$ cat config.mk
export PLATFORM = sky130hd
export DESIGN_NAME = apb_completer_regfile
export DESIGN_NICKNAME = d
export VERILOG_FILES = /design/src/rtl/apb_pkg.sv /design/src/rtl/apb_wait_ctr.sv /design/src/rtl/apb_completer_regfile.sv
export SDC_FILE = /design/constraint.sdc
export NUM_CORES = 1
export LEC_CHECK = 0
export BUFFER_PORTS_ARGS = -buffer_cell sky130_fd_sc_hd__buf_2
export CAP_MARGIN = 20
export CORE_AREA = 2 2 118 120
export CTS_CLUSTER_SIZE = 16
export DETAILED_ROUTE_END_ITERATION = 8
export DIE_AREA = 0 0 120 122
export HOLD_SLACK_MARGIN = 0.1
export PLACE_DENSITY = 0.79
export SETUP_SLACK_MARGIN = 0.02
export SLEW_MARGIN = 30
export SYNTH_ARGS = -nofsm -noshare
export SYNTH_HDL_FRONTEND = slang
export SYNTH_SLANG_ARGS = --single-unit
$ cat constraint.sdc
create_clock -name pclk -period 3.75 [get_ports pclk]
set_clock_uncertainty 0.1 [all_clocks]
set_input_delay 0.1875 -clock pclk [delete_from_list [all_inputs] [get_ports pclk]]
set_output_delay 0.1875 -clock pclk [all_outputs]
set_load 0.005 [all_outputs]
$ cat src/rtl/apb_pkg.sv
// Shared types and constants for the APB completer register file.
// Holds the completer FSM state encoding and the default word geometry.
package apb_pkg;

   typedef enum logic {
      APB_C_IDLE,
      APB_C_ACCESS
   } apb_c_state_e;

   localparam int APB_WORD_LSB = 2;
   localparam int APB_DATA_W   = 32;

endpackage

$ cat src/rtl/apb_wait_ctr.sv
// Wait-state counter for the APB completer.
// Counts ACCESS cycles up to LIMIT and raises done once the limit is reached.
module apb_wait_ctr #(
   parameter int LIMIT = 1
) (
   input  logic pclk,
   input  logic preset,
   input  logic clr,
   input  logic en,
   output logic done
);

   localparam int CNT_W = (LIMIT > 0) ? $clog2(LIMIT + 1) : 1;
   localparam logic [CNT_W-1:0] LIMIT_V = CNT_W'(LIMIT);

   logic [CNT_W-1:0] cnt_reg;
   logic [CNT_W-1:0] cnt_next;

   // Saturates at LIMIT so done stays high until the next clear.
   always_comb begin
      cnt_next = cnt_reg;
      if (clr) begin
         cnt_next = '0;
      end else if (en && !done) begin
         cnt_next = cnt_reg + CNT_W'(1);
      end
   end

   always_ff @(posedge pclk) begin
      if (preset) begin
         cnt_reg <= '0;
      end else begin
         cnt_reg <= cnt_next;
      end
   end

   assign done = (cnt_reg == LIMIT_V);

endmodule

$ cat src/rtl/apb_completer_regfile.sv
// APB3 completer with NUM_REGS read/write registers and a read-only count of committed writes.
// Inserts WAIT_CYCLES wait states per transfer and flags PSLVERR on unmapped or read-only writes.
module apb_completer_regfile
   import apb_pkg::*;
#(
   parameter int ADDR_W      = 8,
   parameter int DATA_W      = APB_DATA_W,
   parameter int NUM_REGS    = 4,
   parameter int WAIT_CYCLES = 1
) (
   input  logic              pclk,
   input  logic              preset,
   input  logic              psel,
   input  logic              penable,
   input  logic              pwrite,
   input  logic [ADDR_W-1:0] paddr,
   input  logic [DATA_W-1:0] pwdata,
   output logic              pready,
   output logic [DATA_W-1:0] prdata,
   output logic              pslverr
);

   localparam int IDX_W  = ADDR_W - APB_WORD_LSB;
   localparam int RIDX_W = (NUM_REGS > 1) ? $clog2(NUM_REGS) : 1;
   localparam logic [IDX_W-1:0] CNT_IDX = IDX_W'(NUM_REGS);

   apb_c_state_e state_reg;
   apb_c_state_e state_next;

   logic              ctr_clr;
   logic              ctr_en;
   logic              ctr_done;

   logic [IDX_W-1:0]  idx;
   logic [RIDX_W-1:0] reg_idx;
   logic              is_reg;
   logic              is_cnt;
   logic              unmapped;
   logic              wr_commit;
   logic [NUM_REGS-1:0] wr_sel;

   logic [DATA_W-1:0] regs_reg [NUM_REGS];
   logic [DATA_W-1:0] wr_count_reg;

   // Byte-lane bits of the address carry no meaning for word registers.
   logic unused_addr_bits;
   assign unused_addr_bits = ^paddr[APB_WORD_LSB-1:0];

   apb_wait_ctr #(
      .LIMIT (WAIT_CYCLES)
   ) u_wait_ctr (
      .pclk   (pclk),
      .preset (preset),
      .clr    (ctr_clr),
      .en     (ctr_en),
      .done   (ctr_done)
   );

   always_comb begin
      state_next = state_reg;
      ctr_clr    = 1'b0;
      ctr_en     = 1'b0;
      case (state_reg)
         APB_C_IDLE: begin
            // An access phase without a preceding setup is ignored.
            if (psel && !penable) begin
               state_next = APB_C_ACCESS;
               ctr_clr    = 1'b1;
            end
         end
         APB_C_ACCESS: begin
            if (!psel) begin
               state_next = APB_C_IDLE;
            end else if (penable) begin
               if (ctr_done) begin
                  state_next = APB_C_IDLE;
               end else begin
                  ctr_en = 1'b1;
               end
            end
         end
         default: state_next = APB_C_IDLE;
      endcase
   end

   always_ff @(posedge pclk) begin
      if (preset) begin
         state_reg <= APB_C_IDLE;
      end else begin
         state_reg <= state_next;
      end
   end

   assign idx      = paddr[ADDR_W-1:APB_WORD_LSB];
   assign reg_idx  = idx[RIDX_W-1:0];
   assign is_reg   = (idx < CNT_IDX);
   assign is_cnt   = (idx == CNT_IDX);
   assign unmapped = !is_reg && !is_cnt;

   assign pready    = (state_reg == APB_C_ACCESS) && psel && penable && ctr_done;
   assign pslverr   = pready && (unmapped || (pwrite && is_cnt));
   assign wr_commit = pready && pwrite && !pslverr;

   genvar gi;
   generate
      for (gi = 0; gi < NUM_REGS; gi++) begin : g_wr_sel
         assign wr_sel[gi] = wr_commit && (idx == IDX_W'(gi));
      end
   endgenerate

   // Reset has priority, so a write completing in the reset cycle is dropped.
   always_ff @(posedge pclk) begin
      if (preset) begin
         for (int i = 0; i < NUM_REGS; i++) begin
            regs_reg[i] <= '0;
         end
         wr_count_reg <= '0;
      end else begin
         for (int i = 0; i < NUM_REGS; i++) begin
            if (wr_sel[i]) begin
               regs_reg[i] <= pwdata;
            end
         end
         if (wr_commit) begin
            wr_count_reg <= wr_count_reg + DATA_W'(1);
         end
      end
   end

   always_comb begin
      prdata = '0;
      if (pready && !pwrite) begin
         if (is_reg) begin
            prdata = regs_reg[reg_idx];
         end else if (is_cnt) begin
            prdata = wr_count_reg;
         end
      end
   end

endmodule
==> impl_results.md, run 1 <==
- Status: finished, final reports clean
- TritonCTS clock tree: done
- Hold Startpoint: paddr[4]
- Worst-Margin Slew: 0.9427 ns
- Antenna-violating nets left: 0
- Cells after synthesis: 621
- Total global routing overflow: 0
- Comb pwr share: 5.3%
- Most frequent cells in the layout: and2_1 (133), edfxtp_1 (128), buf_2 (76)
- CP Data Arrival Time: 2.84 ns
- Hold Path Stages: 5
- Yosys warns: 0
- Cell leakage power: 0.003347 µW
- R2R depth: 5
- Setup CP Type: input port to flop
- Cell Rows: 43
- CP endpoint kind: flop
- Post-synthesis sequential area ratio: 58.34%
- CP top delay family: simple AND/OR/NAND/NOR gates
- Post-synthesis mux area share: 11.04%
- Crit path launch type: input port
- Crit path cell chain: dlygate4sd3_1 > buf_2 > nand4_1 > clkinv_1 > nand3_1 > nor4_1 > mux2_2
- Initial DRC count: 644
- Core Footprint: 0.01350 mm²
- Most common cell after layout, fill and taps aside: and2_1
- Pin count of the biggest net entering global routing: 52
- Combinational family with the most area after synthesis: simple AND/OR/NAND/NOR gates
- # diodes: 0
- Post-CTS sizing: 0
- Pwr per Cell Area: 440.1 mW/mm²
- Psw: 820.1 µW
- RSZ-0062 raised after global routing: false
- Slowest stage delay, CP: 0.57 ns
- Post-synthesis cell area: 0.007755 mm²
- Die Wd: 120 µm
- Switching share of total power: 20.08%
- CTS Hold Bufs: 35
- Fin crit share: 70.02%
- Count of final max-slew check failures: 0
- Initial antenna violation count: 0
- Synth-to-Final Area Change: 19.65%
- Hold path endpoint: wr_count_reg[1]$_SDFFE_PP0P_
- # Post-CTS Setup Buffers: 0
- RePlAce Congestion: 0.9056
- Worst R2R End: wr_count_reg[29]$_SDFFE_PP0P_
- Rel. slew slack: 37.15%
- # IOs: 79
- Initial Utilization: 57.43%
- Cell Int Power: 3264 µW
- Total die area: 0.01464 mm²
- Clk network pwr share: 45.7%
- Sequential share of power: 49.0%
- Syn nets: 667
- Worst Path Max Fanout: 18
- Worst min-delay path class: input port to flop
- CP required: 3.96 ns
- Simple-Gate Fraction of Synth Area: 21.38%
- XOR/XNOR Fraction of Synth Area: 0.3388%
- FF-to-FF setup slack: 1.18 ns
- Post-DP HPWL: 11.06 mm
- Post-synth ARST share: 0%
- Syn_area_per_cell: 12.49 µm²
- Share of layout cells above drive strength 1: 23.09%
- CTS max path bufs: 2
- Min Tclk post-route: 2.626 ns
- Max reg flops: 128
- Final hold vios: 0
- CTS Sinks: 162
- Post-Synth Adder-Cell Area: 0.1613%
- Post-Route WL: 17.67 mm
- Vias: 5405
- Vias in the first global route: 5451
- Number of flops mapped to enable cells by yosys: 128
- # DRC: 0
- Max-Cap Viols: 0
- RR Startpoint: state_reg$_SDFF_PP0_
- Distinct cells, synth: 36
- Compound-Gate Fraction of Synth Area: 6.357%
- Buffers & Inverters on Critical Path: 3
- CTS Buf Count: 17
- GRT Total Usage: 25.60%
- Final setup TNS: 0 ns
- CTS clk-pin slew, worst paths: 0.06 ns
- Skew-Pair Late Insertion Delay: 0.42 ns
- I/O Buffers: 76
- Top_reg_cell synth: edfxtp_1
- CTS Root Cell: clkbuf_16
- Layout fillers: 925
- First-pass GRT wire length: 28.02 mm
- Slowest CP cell: nor4_1
- Routed WL per cell: 19.37 µm
- NumNets Final: 765
- Drt first pass iters: 5
- Routed vias/inst: 5.927
- H-Tree Depth: 4
- Peak supply drop: 0.3696 mV
- Number of synthesized register bits: 162
- Pwr Total: 4084 µW
- Setup violators final: 0
- F_max: 380.8 MHz
- Die extent in y: 122 µm
## worst register-to-register path, delay by kind of cell, from the launching register on
kind | cells | cell delay [ns]
buffers and inverters | 1 | 0.24
flip-flops | 1 | 0.36
multiplexers | 1 | 0.39
AND/OR/NAND/NOR | 3 | 1.37
## Yosys cell counts, drive strengths merged, types with 5 or more instances
| master | count | area share (%) |
|---|---|---|
| a21oi | 17 | 1.1 |
| a22oi | 32 | 3.1 |
| and2 | 133 | 11 |
| and4 | 5 | 0.56 |
| clkbuf | 38 | 1.8 |
| dfxtp | 34 | 8.8 |
| edfxtp | 128 | 50 |
| inv | 5 | 0.24 |
| mux2 | 12 | 1.7 |
| mux4 | 32 | 9.3 |
| nand2 | 18 | 0.87 |
| nand3 | 12 | 0.77 |
| nand4 | 12 | 0.97 |
| nor2 | 51 | 2.5 |
| nor2b | 12 | 0.97 |
| nor3 | 13 | 0.90 |
| o21ai | 9 | 0.58 |
| o31ai | 7 | 0.68 |
| or3 | 9 | 0.73 |
| or4 | 14 | 1.4 |
## kinds of logic (layout without fill, tap and decap cells)
kind of cell / count (synthesis) / in the layout
simple gates: 289 / 289
flops: 162 / 162
mux: 44 / 44
fa+ha+maj: 1 / 1
buf+inv: 48 / 159
compound gates: 74 / 74
xor+xnor: 3 / 3
## worst max-delay path by stage
stage                                               end  cells past startpoint  slack, ns     start
after floorplan            regs_reg[3][0]$_SDFFCE_PN0P_                      4       0.71  paddr[2]
after global placement                       prdata[18]                      6       1.01  paddr[3]
after detailed placement  wr_count_reg[29]$_SDFFE_PP0P_                      5       0.97  paddr[6]
after CTS                                    prdata[18]                      7       0.93      psel
after global routing      wr_count_reg[29]$_SDFFE_PP0P_                      7       1.04   penable
final                     wr_count_reg[29]$_SDFFE_PP0P_                      7       1.12   penable
## power by group through the flow
stage	registers, µW	clock network (µW)	logic, µW
after CTS	2000	1880	218
after floorplan	2030	0	110
after global placement	2030	0	184
after detailed placement	2040	0	189
final	2000	1860	218
after global routing	2000	1950	236
## per-layer routing
metal | vias up | track usage, % | routed length, µm
met2 | 201 | 43.96 | 9086
met3 | 21 | 6.367 | 1000
met4 | 0 | 8.162 | 221
li1 | 2499 | - | -
met1 | 2684 | 32.11 | 7358
met5 | - | 0 | 0
## metrics by stage
step / cells / util (%) / hold WS, ns / setup slack (ns) / area [µm²]
final: 912 / 68.71 / 0.1941 / 1.124 / 9279
after global routing: 912 / 68.71 / 0.2100 / 1.040 / 9279
after CTS: 912 / 68.69 / 0.1789 / 0.9345 / 9276
after detailed placement: 845 / 61.35 / 0.3345 / 0.9693 / 8285
after global placement: 845 / 61.35 / 0.3046 / 1.013 / 8284
after floorplan: 621 / - / 0.1796 / 0.7085 / 7755
## final cells by class
| type | count | area [µm²] | share of cell area (%) |
|---|---|---|---|
| flip-flops and latches | 162 | 4524 | 48.76 |
| multi-input cells | 411 | 3060 | 32.98 |
| repair buffers | 121 | 805.8 | 8.684 |
| clock buffers | 18 | 429.2 | 4.625 |
| well taps | 180 | 225.2 | 2.427 |
| clock inverters | 14 | 211.5 | 2.279 |
| inverters | 6 | 22.52 | 0.2427 |
No activity file was read; power rests on OpenSTA's default activity.
==> run 2: changes to the inputs <==
--- a/config.mk
+++ b/config.mk
@@ -5,14 +5,15 @@
 export SDC_FILE = /design/constraint.sdc
 export NUM_CORES = 1
 export LEC_CHECK = 0
+export ABC_AREA = 1
 export BUFFER_PORTS_ARGS = -buffer_cell sky130_fd_sc_hd__buf_2
 export CAP_MARGIN = 20
-export CORE_AREA = 2 2 118 120
+export CORE_AREA = 2 2 119 121
 export CTS_CLUSTER_SIZE = 16
 export DETAILED_ROUTE_END_ITERATION = 8
-export DIE_AREA = 0 0 120 122
+export DIE_AREA = 0 0 121 123
 export HOLD_SLACK_MARGIN = 0.1
-export PLACE_DENSITY = 0.79
+export PLACE_DENSITY = 0.78
 export SETUP_SLACK_MARGIN = 0.02
 export SLEW_MARGIN = 30
 export SYNTH_ARGS = -nofsm -noshare
==> constraint.sdc (replaced) <==
create_clock -name pclk -period 2.7 [get_ports pclk]
set_clock_uncertainty 0.1 [all_clocks]
set_input_delay 0.135 -clock pclk [delete_from_list [all_inputs] [get_ports pclk]]
set_output_delay 0.135 -clock pclk [all_outputs]
set_load 0.005 [all_outputs]
==> impl_results.md, run 2 <==
- Fin area: 0.009432 mm² (+1.6%)
- Initial Utilization: 57.46% (about the same)
- Slowest CP cell: inv_1
- Synth area leaders: edfxtp_1 (49%), nor2_1 (11%), dfxtp_1 (8.7%)
- Setup CP Type: input port to flop
- Die extent in y: 123 µm (+0.82%)
- Met1 usage: 35.40% (+3.3 points)
- Die Wd: 121 µm (+0.83%)
- CP endpoint kind: flop
- Layout fillers: 1018 (+10%)
- Crit path to: u_wait_ctr.done$_SDFFE_PP0P_
- Rel. slew slack: 34.32% (-2.8 points)
- Synth cell count leaders: nor2_1 (233), nand2_1 (130), edfxtp_1 (128), inv_1 (85), o22ai_1 (62)
- Routed vias/inst: 5.716 (-3.6%)
- CTS Buf Count: 17 (unchanged)
- Syn nets: 926 (+39%)
- Total die area: 0.01488 mm² (+1.7%)
- Post-synth ARST share: 0% (unchanged)
- Pin count of the biggest net entering global routing: 64 (+23%)
- CTS max path bufs: 2 (unchanged)
- R2R depth: 6 (+1)
- CP required: 2.98 ns (-0.98 ns)
- CP top delay family: buffers and inverters
- Final core occ: 69.29% (+0.58 points)
- Worst R2R End: regs_reg[2][8]$_SDFFCE_PN0P_
- Setup crit start: preset
- Most frequent cells in the layout: nor2_1 (233), nand2_1 (130), edfxtp_1 (128)
- # DRC: 0 (unchanged)
- Post-synthesis sequential area ratio: 57.85% (-0.49 points)
- Drt first pass iters: 5 (unchanged)
- Count of final max-slew check failures: 0 (unchanged)
- Grt peak-use layer: met2
- Skew-Pair Late Insertion Delay: 0.43 ns (about the same)
- Min Tclk post-route: 2.328 ns
- Vias in the first global route: 6572 (+21%)
- Pwr per Cell Area: 580.9 mW/mm² (+32%)
- RR Startpoint: state_reg$_SDFF_PP0_
- Initial antenna violation count: 0 (unchanged)
- CTS Root Cell: clkbuf_16
- Antenna-violating nets left: 0 (unchanged)
- Combinational family with the most area after synthesis: simple AND/OR/NAND/NOR gates
- Syn_area_per_cell: 8.888 µm² (-29%)
- Cell leakage power: 0.003694 µW (+10%)
- Setup violators final: 0 (unchanged)
- Critical Path Stages: 6 (-1)
- Hold Startpoint: pwrite
- GRT Total Usage: 28.95% (+3.4 points)
- Cells after synthesis: 880 (+42%)
- Buffers & Inverters on Critical Path: 4 (+1)
- NumNets Final: 1041 (+36%)
- Worst min-delay path class: input port to flop
- Distinct cells, synth: 29 (-19%)
- Post-synthesis mux area share: 0% (-11 points)
- Final hold vios: 0 (unchanged)
- Simple-Gate Fraction of Synth Area: 22.60% (+1.2 points)
- Post-CTS sizing: 0 (unchanged)
- Number of flops mapped to enable cells by yosys: 128 (unchanged)
- Yosys warns: 0 (unchanged)
- I/O Buffers: 76 (unchanged)
- XOR/XNOR Fraction of Synth Area: 0.5599% (+0.22 points)
- CTS Sinks: 162 (unchanged)
- Yosys top cell area share: 49.14% (-0.42 points)
- Synth-to-Final Area Change: 20.59%
- Crit path cell chain: dlygate4sd3_1 > buf_2 > inv_1 > o21ai_0 > a21oi_1 > dlygate4sd3_1
- CP dominant cell by count: dlygate4sd3_1
- Top-count cell post-synth: nor2_1
- Number of synthesized register bits: 162 (unchanged)
- Total global routing overflow: 0 (unchanged)
- Initial DRC count: 925 (+44%)
- Slowest stage delay, CP: 0.76 ns (+0.19 ns)
- Core Footprint: 0.01361 mm² (+0.80%)
- Vias: 6785 (+26%)
- Peak supply drop: 0.4671 mV (+26%)
- Max reg flops: 128 (unchanged)
- H-Tree Depth: 4 (unchanged)
- Post-Route WL: 20.54 mm (+16%)
- F_max: 429.5 MHz
- Post-DP HPWL: 13.12 mm (+19%)
- DP Area: 0.008473 mm² (+2.3%)
- CTS clk-pin slew, worst paths: 0.07 ns (about the same)
- Crit path launch type: input port
- FF-to-FF setup slack: 0.60 ns (-0.58 ns)
- Fin crit share: 86.23%
- Compound-Gate Fraction of Synth Area: 11.17% (+4.8 points)
- Worst-Margin Slew: 0.9842 ns (+0.04149 ns)
- Post-synth top area cell: edfxtp_1
- Met2 Use GR: 50.42% (+6.5 points)
- RePlAce Congestion: 0.9356 (+3.3%)
- # diodes: 0 (unchanged)
- Post-synthesis cell area: 0.007821 mm² (+0.86%)
- TritonCTS clock tree: done
- CP Data Arrival Time: 2.61 ns (-0.23 ns)
- Worst Path Max Fanout: 17 (-1)
- Max-Cap Viols: 0 (unchanged)
- Met3 Track Usage GR: 5.720% (-0.65 points)
- Share of layout cells above drive strength 1: 14.60% (-8.5 points)
- Post-Synth Adder-Cell Area: 0.1600% (-0.0014 points)
- Routed WL per cell: 17.30 µm (-11%)
- Top_reg_cell synth: edfxtp_1
- Most common cell after layout, fill and taps aside: nor2_1
- RSZ-0062 raised after global routing: false
- # IOs: 79 (unchanged)
- First-pass GRT wire length: 32.44 mm (+16%)
- Status: finished, final reports clean
- Cell Rows: 43 (unchanged)
==> run 2: worst min path at each step <==
stage	to	slack (ns)	depth (start not counted)
6_report	wr_count_reg[13]$_SDFFE_PP0P_	0.15	6
5_1_grt	wr_count_reg[13]$_SDFFE_PP0P_	0.18	6
4_1_cts	wr_count_reg[13]$_SDFFE_PP0P_	0.13	6
3_5_place_dp	u_wait_ctr.done$_SDFFE_PP0P_	0.33	3
3_3_place_gp	u_wait_ctr.done$_SDFFE_PP0P_	0.31	3
2_1_floorplan	state_reg$_SDFF_PP0_	0.10	1
==> run 2: kinds of logic (layout without fill, tap and decap cells) <==
group,count (synthesis),count (layout)
simple gates,424,424
xor+xnor,5,5
fa+ha+maj,1,1
compound gates,157,157
flops,162,162
buf+inv,131,258
==> run 2: routing by layer <==
| layer | up-vias | part of all wire, % |
|---|---|---|
| li1 | 3196 | - |
| met1 | 3196 | 39 |
| met2 | 340 | 51 |
| met3 | 53 | 7.8 |
| met4 | 0 | 2.8 |
| met5 | - | 0 |
==> run 2: where the power goes <==
group | switching [µW] | total (µW) | internal, µW
combinational | 198 | 322 | 125
clock | 1020 | 2390 | 1370
sequential | 19.9 | 2770 | 2750
total | 1240 | 5480 | 4240
==> run 2: repair_timing <==
item | CTS | global route
hold endpoints to repair | 142 | 0
buffers inserted | 0 | 0
hold buffers | 38 | 0
==> run 2: worst min-delay path, cell delays in order <==
cell and delay (ns):
buf_2 0.13, nand2_4 0.13, nor3_1 0.08, nand3_1 0.05, nand2_1 0.04, nor2_1 0.08
==> run 2: stage by stage <==
| step | TNS [ns] | power, µW | hold WS [ns] | cells | worst slack (ns) |
|---|---|---|---|---|---|
| floorplan | -29.82 | 2971 | 0.1041 | 880 | -0.2330 |
| global placement | 0 | 3085 | 0.3131 | 1118 | 0.6537 |
| detailed placement | 0 | 3094 | 0.3284 | 1118 | 0.6274 |
| CTS | 0 | 5475 | 0.1350 | 1187 | 0.3956 |
| global route | 0 | 5626 | 0.1830 | 1187 | 0.2188 |
| finish | 0 | 5478 | 0.1518 | 1187 | 0.3717 |
==> run 2: cell type report <==
type	count	area, µm²	share of cell area (%)
Multi-Input combinational cell	587	2743	29.08
Clock inverter	14	152.6	1.618
Tap cell	180	225.2	2.388
Clock buffer	17	425.4	4.510
Sequential cell	162	4524	47.97
Inverter	86	322.8	3.423
Timing Repair Buffer	141	1039	11.01
==> run 3: changes to the inputs <==
--- a/config.mk
+++ b/config.mk
@@ -8,12 +8,12 @@
 export ABC_AREA = 1
 export BUFFER_PORTS_ARGS = -buffer_cell sky130_fd_sc_hd__buf_2
 export CAP_MARGIN = 20
-export CORE_AREA = 2 2 119 121
+export CORE_AREA = 2 2 125 127
 export CTS_CLUSTER_SIZE = 16
 export DETAILED_ROUTE_END_ITERATION = 8
-export DIE_AREA = 0 0 121 123
+export DIE_AREA = 0 0 127 129
 export HOLD_SLACK_MARGIN = 0.1
-export PLACE_DENSITY = 0.78
+export PLACE_DENSITY = 0.75
 export SETUP_SLACK_MARGIN = 0.02
 export SLEW_MARGIN = 30
 export SYNTH_ARGS = -nofsm -noshare
==> constraint.sdc (replaced) <==
create_clock -name pclk -period 2.1 [get_ports pclk]
set_clock_uncertainty 0.1 [all_clocks]
set_input_delay 0.105 -clock pclk [delete_from_list [all_inputs] [get_ports pclk]]
set_output_delay 0.105 -clock pclk [all_outputs]
set_load 0.005 [all_outputs]
==> impl_results.md, run 3 (synthesis results as in run 2) <==
- CP Data Arrival Time: 1.81 ns (-0.80 ns)
- Crit path launch type: flop
- Skew-Pair Late Insertion Delay: 0.43 ns (about the same)
- Die Wd: 127 µm (+5.0%)
- Most common cell after layout, fill and taps aside: nor2_1
- CTS Sinks: 162 (unchanged)
- Final hold vios: 0 (unchanged)
- Worst hold margin: 0.1283 ns (-0.02352 ns)
- Rel. slew slack: 66.59% (+32 points)
- # diodes: 0 (unchanged)
- Setup CP Type: flop to primary output
- CTS Buf Count: 17 (unchanged)
- Status: finished, final reports clean
- GRT Total Usage: 25.73% (-3.2 points)
- Peak supply drop: 0.6507 mV (+39%)
- Post-Route WL: 20.50 mm (-0.18%)
- Max reg flops: 128 (unchanged)
- CP endpoint kind: primary output
- Setup violators final: 0 (unchanged)
- RePlAce Congestion: 0.8936 (-4.5%)
- Max-Cap Viols: 0 (unchanged)
- Total die area: 0.01638 mm² (+10%)
- Routed vias/inst: 5.579 (-2.4%)
- CTS Root Cell: clkbuf_16
- CTS max path bufs: 2 (unchanged)
- Count of final max-slew check failures: 0 (unchanged)
- Initial antenna violation count: 0 (unchanged)
- Post-DP HPWL: 12.51 mm (-4.7%)
- Vias: 6667 (-1.7%)
- Synth-to-Final Area Change: 23.32%
- Die extent in y: 129 µm (+4.9%)
- Pwr per Cell Area: 765.0 mW/mm² (+32%)
- CTS clk-pin slew, worst paths: 0.07 ns (about the same)
- Pin count of the biggest net entering global routing: 64 (unchanged)
- Initial Utilization: 52.22% (-5.2 points)
- FF-to-FF setup slack: 0.17 ns (-0.43 ns)
- Fin crit share: 95.96%
- Worst R2R End: u_wait_ctr.done$_SDFFE_PP0P_
- Core Footprint: 0.01498 mm² (+10%)
- RSZ-0062 raised after global routing: false
- Worst Path Max Fanout: 8 (-9)
- Vias in the first global route: 6483 (-1.4%)
- Cell leakage power: 0.003761 µW (+1.8%)
- I/O Buffers: 76 (unchanged)
- Share of layout cells above drive strength 1: 15.29% (+0.70 points)
- Total global routing overflow: 0 (unchanged)
- NumNets Final: 1041 (unchanged)
- Cell Rows: 45 (+4.7%)
- Antenna-violating nets left: 0 (unchanged)
- Non-filler instance count after layout: 1195 (+0.67%)
- TritonCTS clock tree: done
- Most frequent cells in the layout: nor2_1 (229), edfxtp_1 (128), nand2_1 (127)
- RR Startpoint: state_reg$_SDFF_PP0_
- Initial DRC count: 668 (-28%)
- Worst-Margin Slew: 0.5005 ns (-0.4836 ns)
- First-pass GRT wire length: 32.37 mm (-0.21%)
- H-Tree Depth: 4 (unchanged)
- R2R depth: 6 (unchanged)
- Routed WL per cell: 17.15 µm (-0.85%)
- CP required: 1.89 ns (-1.09 ns)
- Drt first pass iters: 6 (+1)
- Crit path to: prdata[10]
- # IOs: 79 (unchanged)
- F_max: 496.2 MHz
- Min Tclk post-route: 2.015 ns
- # DRC: 0 (unchanged)
- Setup crit start: u_wait_ctr.done$_SDFFE_PP0P_
- Worst min-delay path class: input port to flop
- Dpl cells: 1123 (+0.45%)
==> run 3: report_power, final <==
| group | internal [µW] | switching [µW] | leakage [µW] |
|---|---|---|---|
| Combinational | 167 | 253 | 0.00186 |
| Clock | 2120 | 1280 | 0.000309 |
| Sequential | 3530 | 25.6 | 0.00160 |
| Total | 5820 | 1560 | 0.00376 |
==> run 3: stage by stage <==
stage	util, %	area (µm²)	setup TNS [ns]	power, µW	worst slack (ns)
after floorplan	-	7836	-30.14	3819	-0.2355
after global placement	57.03	8541	0	3975	0.2563
after detailed placement	57.03	8541	0	3985	0.2296
after CTS	64.15	9608	0	7386	0.03712
after global routing	64.40	9646	0	7563	0.02111
final	64.40	9646	0	7379	0.08485
==> run 3: how the worst min path moves through the flow <==
stage | slack, ns | startpoint | cells after the start | end
after floorplan | 0.07 | preset | 1 | state_reg$_SDFF_PP0_
after global placement | 0.28 | penable | 3 | u_wait_ctr.done$_SDFFE_PP0P_
after detailed placement | 0.30 | penable | 3 | u_wait_ctr.done$_SDFFE_PP0P_
after CTS | 0.11 | pwrite | 5 | wr_count_reg[9]$_SDFFE_PP0P_
after global routing | 0.15 | pwrite | 5 | wr_count_reg[9]$_SDFFE_PP0P_
final | 0.13 | pwrite | 5 | wr_count_reg[9]$_SDFFE_PP0P_
==> run 3: timing repair <==
action,CTS,global route
gates resized for setup,4,7
pin swaps,1,1
setup buffers,1,0
endpoints found under the hold margin,142,0
gates cloned,1,1
hold buffers,38,0
setup endpoints to repair,12,19
==> run 3: layout make-up <==
cell class	count	area [µm²]
Timing Repair Buffer	141	1164
Inverter	86	325.3
Clock inverter	11	202.7
Multi-Input combinational cell	587	2758
Tap cell	188	235.2
Sequential cell	162	4524
Clock buffer	20	436.7
Fill cell	1182	5331
==> run 3: per-layer routing <==
layer,track usage (%),vias up,wire [µm]
met5,0,-,0
met4,10.92,0,517
met3,4.782,41,1365
met2,44.75,285,10240
met1,31.75,3141,8378
li1,-,3200,-
==> run 3: critical path, cell delays in order, from the launching register on <==
cell and delay (ns):
dfxtp_1 0.35, nand2_2 0.09, nor2_4 0.12, nand2_1 0.12, inv_4 0.15, clkbuf_16 0.18
nand2_1 0.06, nor2_1 0.16, buf_2 0.14
